## src/rtl/srt_r2_divider.sv

```systemverilog
// Free-running unsigned radix-2 SRT divider: samples operands every 2W+3 cycles
// and publishes floor(op1_i/op2_i) (all ones on divide by zero) on res_o.
module srt_r2_divider #(
    parameter int unsigned W = 8
) (
    input  logic         clk,
    input  logic         rstn,
    input  logic [W-1:0] op1_i,
    input  logic [W-1:0] op2_i,
    output logic [W-1:0] res_o
);

    localparam int unsigned PW = W + 2;
    localparam int unsigned XW = 2 * W;
    localparam int unsigned CW = $clog2(XW);
    localparam int unsigned KW = $clog2(W);
    localparam logic signed [PW-1:0] POS_TH = PW'(2 ** (W - 1));
    localparam logic signed [PW-1:0] NEG_TH = -POS_TH;

    typedef enum logic [1:0] {LOAD, NORM, ITER, FIX} state_t;

    state_t                 state_q, state_d;
    logic [W-1:0]           a_q, a_d;
    logic [W-1:0]           b_q, b_d;
    logic                   dz_q, dz_d;
    logic [W-1:0]           d_q, d_d;
    logic [XW-1:0]          x_q, x_d;
    logic signed [PW-1:0]   p_q, p_d;
    logic [XW-1:0]          qp_q, qp_d;
    logic [XW-1:0]          qn_q, qn_d;
    logic [CW-1:0]          cnt_q, cnt_d;
    logic [W-1:0]           res_q, res_d;

    logic signed [PW-1:0]   t_c;
    logic signed [PW-1:0]   dext_c;
    logic [KW-1:0]          k_c;
    logic [W-1:0]           qf_c;

    // Leading-zero count; zero input reports 0 so D stays 0 on divide by zero.
    function automatic logic [KW-1:0] lzc(input logic [W-1:0] v);
        logic [KW-1:0] n;
        logic          found;
        n     = '0;
        found = 1'b0;
        for (int i = W - 1; i >= 0; i--) begin
            if (!found) begin
                if (v[i]) found = 1'b1;
                else      n = n + KW'(1);
            end
        end
        return found ? n : '0;
    endfunction

    always_ff @(posedge clk) begin
        if (!rstn) begin
            state_q <= LOAD;
            a_q     <= '0;
            b_q     <= '0;
            dz_q    <= 1'b0;
            d_q     <= '0;
            x_q     <= '0;
            p_q     <= '0;
            qp_q    <= '0;
            qn_q    <= '0;
            cnt_q   <= '0;
            res_q   <= '0;
        end else begin
            state_q <= state_d;
            a_q     <= a_d;
            b_q     <= b_d;
            dz_q    <= dz_d;
            d_q     <= d_d;
            x_q     <= x_d;
            p_q     <= p_d;
            qp_q    <= qp_d;
            qn_q    <= qn_d;
            cnt_q   <= cnt_d;
            res_q   <= res_d;
        end
    end

    always_comb begin
        state_d = state_q;
        a_d     = a_q;
        b_d     = b_q;
        dz_d    = dz_q;
        d_d     = d_q;
        x_d     = x_q;
        p_d     = p_q;
        qp_d    = qp_q;
        qn_d    = qn_q;
        cnt_d   = cnt_q;
        res_d   = res_q;
        // T = 2P + next dividend bit; range |T| < 2D always fits in PW bits.
        t_c     = $signed({p_q[PW-2:0], x_q[XW-1]});
        dext_c  = $signed({2'b00, d_q});
        k_c     = '0;
        qf_c    = '0;

        case (state_q)
            LOAD: begin
                a_d     = op1_i;
                b_d     = op2_i;
                dz_d    = (op2_i == '0);
                state_d = NORM;
            end
            NORM: begin
                k_c     = lzc(b_q);
                d_d     = b_q << k_c;
                x_d     = XW'(a_q) << k_c;
                p_d     = '0;
                qp_d    = '0;
                qn_d    = '0;
                cnt_d   = '0;
                state_d = ITER;
            end
            ITER: begin
                x_d   = x_q << 1;
                cnt_d = cnt_q + CW'(1);
                if (t_c >= POS_TH) begin
                    p_d  = t_c - dext_c;
                    qp_d = {qp_q[XW-2:0], 1'b1};
                    qn_d = {qn_q[XW-2:0], 1'b0};
                end else if (t_c < NEG_TH) begin
                    p_d  = t_c + dext_c;
                    qp_d = {qp_q[XW-2:0], 1'b0};
                    qn_d = {qn_q[XW-2:0], 1'b1};
                end else begin
                    p_d  = t_c;
                    qp_d = {qp_q[XW-2:0], 1'b0};
                    qn_d = {qn_q[XW-2:0], 1'b0};
                end
                if (cnt_q == CW'(XW - 1)) state_d = FIX;
            end
            FIX: begin
                // Only the low W quotient bits are meaningful, so modular subtraction suffices.
                qf_c = W'(qp_q - qn_q);
                if (p_q[PW-1]) qf_c = qf_c - W'(1);
                res_d   = dz_q ? '1 : qf_c;
                state_d = LOAD;
            end
            default: state_d = LOAD;
        endcase
    end

    assign res_o = res_q;

endmodule

```

## config.mk

```make
export PLATFORM = sky130hd
export DESIGN_NAME = srt_r2_divider
export DESIGN_NICKNAME = d
export VERILOG_FILES = /design/src/rtl/srt_r2_divider.sv
export SDC_FILE = /design/constraint.sdc
export NUM_CORES = 1
export LEC_CHECK = 0
export CAP_MARGIN = 20
export CORE_ASPECT_RATIO = 0.7
export CORE_UTILIZATION = 61
export DETAILED_ROUTE_END_ITERATION = 10
export GPL_ROUTABILITY_DRIVEN = 0
export PLACE_DENSITY_LB_ADDON = 0.2
export SETUP_SLACK_MARGIN = 0.05
export SYNTH_ARGS = -nofsm -noshare
export SYNTH_HDL_FRONTEND = slang
export SYNTH_SLANG_ARGS = --single-unit
```

## constraint.sdc

```tcl
create_clock -name clk -period 5.85 [get_ports clk]
set_input_delay 0.8775 -clock clk [delete_from_list [all_inputs] [get_ports clk]]
set_output_delay 0.8775 -clock clk [all_outputs]
set_load 0.02 [all_outputs]
```

==> results.txt, run 1 <==
status -> completed
critical path's top delay family -> compound AO/OA/AOI/OAI gates
crit-path most repeated cell -> ha_1
crit path cell chain -> inv_1, a21oi_1, ha_1, o31a_1, ha_1, nor4_1, nor4_1, ha_1, mux2_2, ha_1, nor2b_1, and2_1, o21ai_2, buf_4, mux2i_1, mux2i_1, a221o_1, o221a_2
CTS buffer count -> 9
Core Area -> 0.00862 mm²
simple-gate share of the synthesized area -> 0.233
xor/xnor share of the synthesized area -> 0.0221
Layout Utilization -> 0.707
final setup fails -> 0
num rows -> 28
Ys Warns -> 0
# H-tree levels -> 3
WHS Endpoint -> qn_q[7]
via count -> 4,975
pre-CTS setup slack -> 1.23 ns
share of the synthesized area in the top cell type -> 0.293
r2r endpoint -> x_q[8]
worst-margin pin slew -> 0.955 ns
syn_area_per_cell -> 8.22 µm²
post-synthesis compound-gate area fraction -> 0.235
DRT Pass-1 Iters -> 5
ys async rst share -> 0
ratio of cells with drive above 1 in the final layout -> 0.0798
WL/cell -> 16.2 µm
adder-cell share of the synthesized area -> 0.0877
RSZ-0062 raised after global routing -> false
CTS Buffer Depth -> 2
Hold-fix buffers, CTS -> 0
PostCTS Resize Cnt -> 0
slowest CP cell -> dfxtp_1
post-route ant nets -> 0
startpoint types -> register
Yosys top cell by area -> dfxtp_1
max-slew violation count -> 0
Worst path max stage delay -> 0.53 ns
Die Ht -> 81.7 µm
latest clock arrival within the worst-skew pair -> 0.34 ns
CP Buf/Inv Count -> 2
area growth from synthesis to final layout -> 9.99%
GRT Total Usage -> 0.290
input/output buffers -> 25
shortest period the worst path allows -> 4.67 ns
I/O pin count -> 26
Initial Util -> 0.643
Reg2Reg Setup Slack -> 1.18 ns
CP arrival -> 4.90 ns
Worst Hold Depth -> 2
vias in the first global route -> 4,527
largest cells by area after synthesis -> dfxtp_1, ha_1, mux2i_1
relative slew slack -> 0.347
EDFF count, synth -> 0
Synth Cell Area -> 0.00554 mm²
post-synthesis mux area share -> 0.0662
pin count of the biggest net entering global routing -> 71
GR Overflow Total -> 0
peak supply drop -> 0.296 mV
final worst path period share -> 0.798
Worst Setup End Kind -> register
Die Width -> 116 µm
sequential share of the synthesized area -> 0.293
maximum clock frequency -> 214 MHz
crit path kind -> reg2reg
register bit total from synthesis -> 81
R2R depth -> 18
DP Wirelength -> 9140 µm
Worst EP required -> 6.08 ns
DIE AREA -> 0.00947 mm²
Setup Fix Bufs, Post-CTS -> 0
Total Wirelength -> 12,900 µm
hold path startpoint -> qn_q[7]
number of remaining DRC errors -> 0
Iter 0 DRT Violations -> 313
hold crit path type -> reg2reg
post-synth cell types -> 72
vias per cell -> 6.24
final hold vios -> 0
CTS tree -> done
first-pass GRT wire length -> 21,600 µm
Max-Cap Viols -> 0
diode count -> 0
setup_tns -> 0 ns
Root Driver -> clkbuf_16
Post-Syn Instances -> 674
TritonCTS Sinks -> 81
syn_nets -> 729
# nets final -> 727
crit-path max FO -> 12
clock skew -> 0.00558 ns
Crit Reg-Reg Startpoint -> b_q[6]
initial antenna violation count -> 0
total power -> 2.74 mW
Clk pin slew, worst setup/hold paths -> 0.07 ns
LEAKAGE -> 2.31 nW
Post-synth top flop -> dfxtp_1
fin worst setup slack -> 1.18 ns
Pwr per Cell Area -> 450 mW/mm²
largest family of logic cells by synthesized area -> compound AO/OA/AOI/OAI gates
[placed cells by master, fill, tap and decap left out, drive strengths merged, types with 7 or more instances in the layout]
cell,count
mux2i,31
clkdlybuf4s50,24
a21boi,22
xnor2,9
nand2b,22
nor2b,29
and3,7
a21oi,36
ha,34
o211ai,7
clkbuf,9
and2,17
nor2,30
a41oi,7
nor3,13
dfxtp,81
inv,41
o221a,8
nand3,40
nand2,51
o21ai,45
[worst max-delay path by stage]
stage	end	startpoint	cells after the start	slack, ns
3_3_place_gp	x_q[8]	b_q[6]	18	1.50
3_5_place_dp	x_q[8]	b_q[6]	18	1.23
2_1_floorplan	x_q[8]	b_q[7]	17	1.73
4_1_cts	x_q[8]	b_q[6]	18	1.23
5_1_grt	x_q[8]	b_q[6]	18	0.94
6_report	x_q[8]	b_q[6]	18	1.18
[power breakdown]
group          internal, mW  switching, mW  leakage (nW)
clock                 0.374          0.235         0.160
combinational         0.526          0.853          1.49
sequential            0.648          0.103         0.660
total                  1.55           1.19          2.31
[worst register-to-register path, stage by stage, from the launching register on]
cell and delay, ns:
dfxtp_1 0.53, inv_1 0.13, a21oi_1 0.18, ha_1 0.26, o31a_1 0.25, ha_1 0.27, nor4_1 0.29, nor4_1 0.13
ha_1 0.31, mux2_2 0.27, ha_1 0.26, nor2b_1 0.16, and2_1 0.18, o21ai_2 0.12, buf_4 0.23, mux2i_1 0.27
mux2i_1 0.14, a221o_1 0.34, o221a_2 0.24
[cells in the mapped netlist (6+ instances only)]
master / count
a21boi_0: 19
a21oi_1: 35
and2_1: 16
and3_1: 7
clkbuf_1: 33
dfxtp_1: 81
ha_1: 34
inv_1: 40
mux2i_1: 31
nand2_1: 51
nand2b_1: 22
nand3_1: 39
nor2_1: 30
nor2b_1: 29
nor3_1: 13
o211ai_1: 7
o21ai_0: 42
o221a_2: 8
o22ai_1: 6
or3_1: 6
xnor2_1: 9
[layer usage]
| layer | global-route usage | up-vias | share of wire |
|---|---|---|---|
| met5 | 0 | - | 0 |
| met1 | 0.395 | 2392 | 0.48 |
| li1 | - | 2411 | - |
| met4 | 0.0705 | 0 | 0.011 |
| met2 | 0.461 | 159 | 0.45 |
| met3 | 0.0708 | 13 | 0.061 |
[through the flow]
step                cells  hold slack [ns]  cell area [µm²]
finish                797            0.493             6090
global route          797            0.528             6090
CTS                   797            0.503             6090
detailed placement    781            0.487             5770
global placement      781            0.476             5770
floorplan             674            0.463             5540
[area by class of cell]
| class | count | area (µm²) |
|---|---|---|
| Multi-Input combinational cell | 509 | 3560 |
| Fill cell | 730 | 2530 |
| Sequential cell | 81 | 1620 |
| Timing Repair Buffer | 30 | 283 |
| Clock buffer | 9 | 225 |
| Inverter | 41 | 154 |
| Tap cell | 120 | 150 |
| Clock inverter | 7 | 92.6 |
[kinds of logic (layout without fill, tap and decap cells)]
family,after synthesis,in the layout
AND/OR/NAND/NOR,240,240
buffers and inverters,84,87
flip-flops,81,81
XOR/XNOR,14,14
adder cells (fa/ha/maj),37,37
multiplexers,36,36
AO/OA/AOI/OAI,182,182
[registers in the layout (all words and copies together) (netlist names)]
signal / cells
a_q: 8
b_q: 8
cnt_q: 4
d_q: 8
dz_q: 1
p_q: 10
qn_q: 8
qp_q: 8
res_o: 8
state_q: 2
x_q: 16
No activity file was read; power rests on OpenSTA's default activity.
==> run 2: changes to the inputs <==
--- a/config.mk
+++ b/config.mk
@@ -7,7 +7,7 @@
 export LEC_CHECK = 0
 export CAP_MARGIN = 20
 export CORE_ASPECT_RATIO = 0.7
-export CORE_UTILIZATION = 61
+export CORE_UTILIZATION = 55
 export DETAILED_ROUTE_END_ITERATION = 10
 export GPL_ROUTABILITY_DRIVEN = 0
 export PLACE_DENSITY_LB_ADDON = 0.2
==> constraint.sdc (replaced) <==
create_clock -name clk -period 3.9 [get_ports clk]
set_input_delay 0.585 -clock clk [delete_from_list [all_inputs] [get_ports clk]]
set_output_delay 0.585 -clock clk [all_outputs]
set_load 0.02 [all_outputs]
==> run 2 against run 1 <==
The flow now finishes with violations (setup timing). Clock skew is 0.0016 ns higher. Sequential power is 50% higher. Non-clock buffer count is 32 higher. Sequential share of layout area is 1.7 points lower.
==> results.txt, run 2 (synthesized netlist as in run 1, its figures left out) <==
status -> finished, violations left (was completed)
shortest period the worst path allows -> 4.14 ns (was 4.67 ns)
Core Area -> 0.00972 mm² (was 0.00862 mm²)
number of remaining DRC errors -> 0 (unchanged)
RSZ-0062 raised after global routing -> true (was false)
CTS Buffer Depth -> 2 (unchanged)
via count -> 5,036 (was 4,975)
# H-tree levels -> 3 (unchanged)
final setup fails -> 12 (was 0)
vias per cell -> 6.02 (was 6.24)
pre-CTS setup slack -> -0.270 ns (was 1.23 ns)
crit-path max FO -> 4 (was 12)
post-route ant nets -> 0 (unchanged)
Reg power frac -> 0.229 (was 0.274)
startpoint types -> register (unchanged)
TritonCTS Sinks -> 81 (unchanged)
Die Ht -> 86.0 µm (was 81.7 µm)
Initial Util -> 0.570 (was 0.643)
pin count of the biggest net entering global routing -> 49 (was 71)
area growth from synthesis to final layout -> 17.9% (was 9.99%)
Iter 0 DRT Violations -> 475 (was 313)
Worst Setup End Kind -> register (unchanged)
P_int -> 2.78 mW (was 1.55 mW)
gr busiest metal -> met2 (unchanged)
Worst EP required -> 4.14 ns (was 6.08 ns)
CTS buffer count -> 9 (unchanged)
switching power -> 2.14 mW (was 1.19 mW)
Root Driver -> clkbuf_16 (unchanged)
GR Layer Usage met1 -> 0.394 (was 0.395)
worst-margin pin slew -> 1.02 ns (was 0.955 ns)
peak supply drop -> 0.428 mV (was 0.296 mV)
final worst path period share -> 1.06 (was 0.798)
R2R depth -> 16 (was 18)
GR Overflow Total -> 0 (unchanged)
Max-Cap Viols -> 0 (unchanged)
ratio of cells with drive above 1 in the final layout -> 0.158 (was 0.0798)
Pwr per Cell Area -> 755 mW/mm² (was 450 mW/mm²)
Non-Filler Instances -> 837 (was 797)
initial antenna violation count -> 0 (unchanged)
input/output buffers -> 25 (unchanged)
diode count -> 0 (unchanged)
Biggest register -> x_q (unchanged)
cell count after placement -> 804 (was 781)
first-pass GRT wire length -> 22,400 µm (was 21,600 µm)
setup_tns -> -1.39 ns (was 0 ns)
r2r endpoint -> x_q[8] (unchanged)
latest clock arrival within the worst-skew pair -> 0.35 ns (was 0.34 ns)
# nets final -> 759 (was 727)
Comb pwr share -> 0.598 (was 0.504)
CTS tree -> done (unchanged)
Clock power frac -> 0.173 (was 0.222)
final hold vios -> 0 (unchanged)
hold path startpoint -> qn_q[7] (unchanged)
Die Width -> 122 µm (was 116 µm)
num rows -> 30 (was 28)
LEAKAGE -> 2.48 nW (was 2.31 nW)
vias in the first global route -> 4,533 (was 4,527)
maximum clock frequency -> 241 MHz (was 214 MHz)
WHS Endpoint -> qn_q[7] (unchanged)
max-slew violation count -> 0 (unchanged)
DIE AREA -> 0.0105 mm² (was 0.00947 mm²)
Clk pin slew, worst setup/hold paths -> 0.07 ns (about the same)
Reg2Reg Setup Slack -> -0.24 ns (was 1.18 ns)
max reg flops -> 16 (unchanged)
Crit Reg-Reg Startpoint -> b_q[6] (unchanged)
most frequent cells in the layout -> dfxtp_1, nand2_1, o21ai_0 (unchanged)
crit path kind -> reg2reg (unchanged)
met2 Use GR -> 0.398 (was 0.461)
clock skew -> 0.00717 ns (was 0.00558 ns)
CP arrival -> 4.39 ns (was 4.90 ns)
fin worst setup slack -> -0.245 ns (was 1.18 ns)
GR met3 Demand/Resource -> 0.0632 (was 0.0708)
DP Wirelength -> 9500 µm (was 9140 µm)
I/O pin count -> 26 (unchanged)
relative slew slack -> 0.321 (was 0.347)
most common cell after layout, fill and taps aside -> dfxtp_1 (unchanged)
Worst Hold Depth -> 2 (unchanged)
Hold-fix buffers, CTS -> 0 (unchanged)
Total Wirelength -> 13,800 µm (was 12,900 µm)
WL/cell -> 16.5 µm (was 16.2 µm)
failing checks -> setup timing
Top Registers -> x_q: 16 flops, p_q: 10 flops (unchanged)
GRT Total Usage -> 0.270 (was 0.290)
DRT Pass-1 Iters -> 6 (was 5)
crit path launch -> b_q[6] (unchanged)
hold crit path type -> reg2reg (unchanged)
switching share of power -> 0.435 (about the same)
run 2: routing by layer:
metal	vias to the layer above	wire length, µm
met5	-	0
met4	0	172
met3	19	857
met2	184	5970
met1	2354	6810
li1	2479	-
run 2: metrics by stage:
| stage | utilization | power [mW] | hold WS [ns] | cell area, µm² |
|---|---|---|---|---|
| finish | 0.671 | 4.93 | 0.494 | 6530 |
| global route | 0.671 | 5.18 | 0.525 | 6530 |
| detailed placement | 0.611 | 3.40 | 0.488 | 5940 |
| global placement | 0.611 | 3.33 | 0.474 | 5940 |
| CTS | 0.651 | 4.44 | 0.499 | 6330 |
| floorplan | - | 2.81 | 0.463 | 5590 |
run 2: worst max-delay path by stage:
| stage | end | cells past startpoint |
|---|---|---|
| finish | x_q[8] | 16 |
| floorplan | x_q[8] | 17 |
| global placement | x_q[8] | 17 |
| detailed placement | x_q[8] | 17 |
| global route | x_q[8] | 16 |
| CTS | x_q[8] | 17 |
run 2: critical path, stage by stage (launching register included):
cell	delay, ns
dfxtp_4	0.37
inv_4	0.03
a21oi_2	0.10
ha_1	0.24
o31a_1	0.28
ha_4	0.28
nor4_4	0.04
nor4_2	0.36
ha_1	0.31
buf_4	0.14
buf_4	0.12
a2111o_1	0.51
o21ai_4	0.28
mux2i_2	0.31
mux2i_2	0.12
a221o_1	0.31
o221a_2	0.22
run 2: power by group through the flow:
stage	sequential (mW)	clock (mW)	combinational, mW
2_1_floorplan	1.09	0	1.72
3_3_place_gp	1.12	0	2.20
3_5_place_dp	1.13	0	2.27
4_1_cts	1.12	0.862	2.46
5_1_grt	1.14	0.894	3.14
6_report	1.13	0.851	2.95
run 2: final cells by class:
cell class              count  area [µm²]
well taps                 128         160
multi-input cells         509        3730
inverters                  41         161
clock buffers               9         225
flip-flops and latches     81        1630
clock inverters             7        65.1
fillers                   766        3190
repair buffers             62         558
run 2: timing repair:
| item | 4_1_cts | 5_1_grt |
|---|---|---|
| setup buffers | 7 | 12 |
| gates resized for setup | 6 | 35 |
| gates cloned | 0 | 0 |
| endpoints found under the setup margin | 15 | 21 |
| pin swaps | 11 | 25 |
| hold endpoints to repair | 0 | 0 |
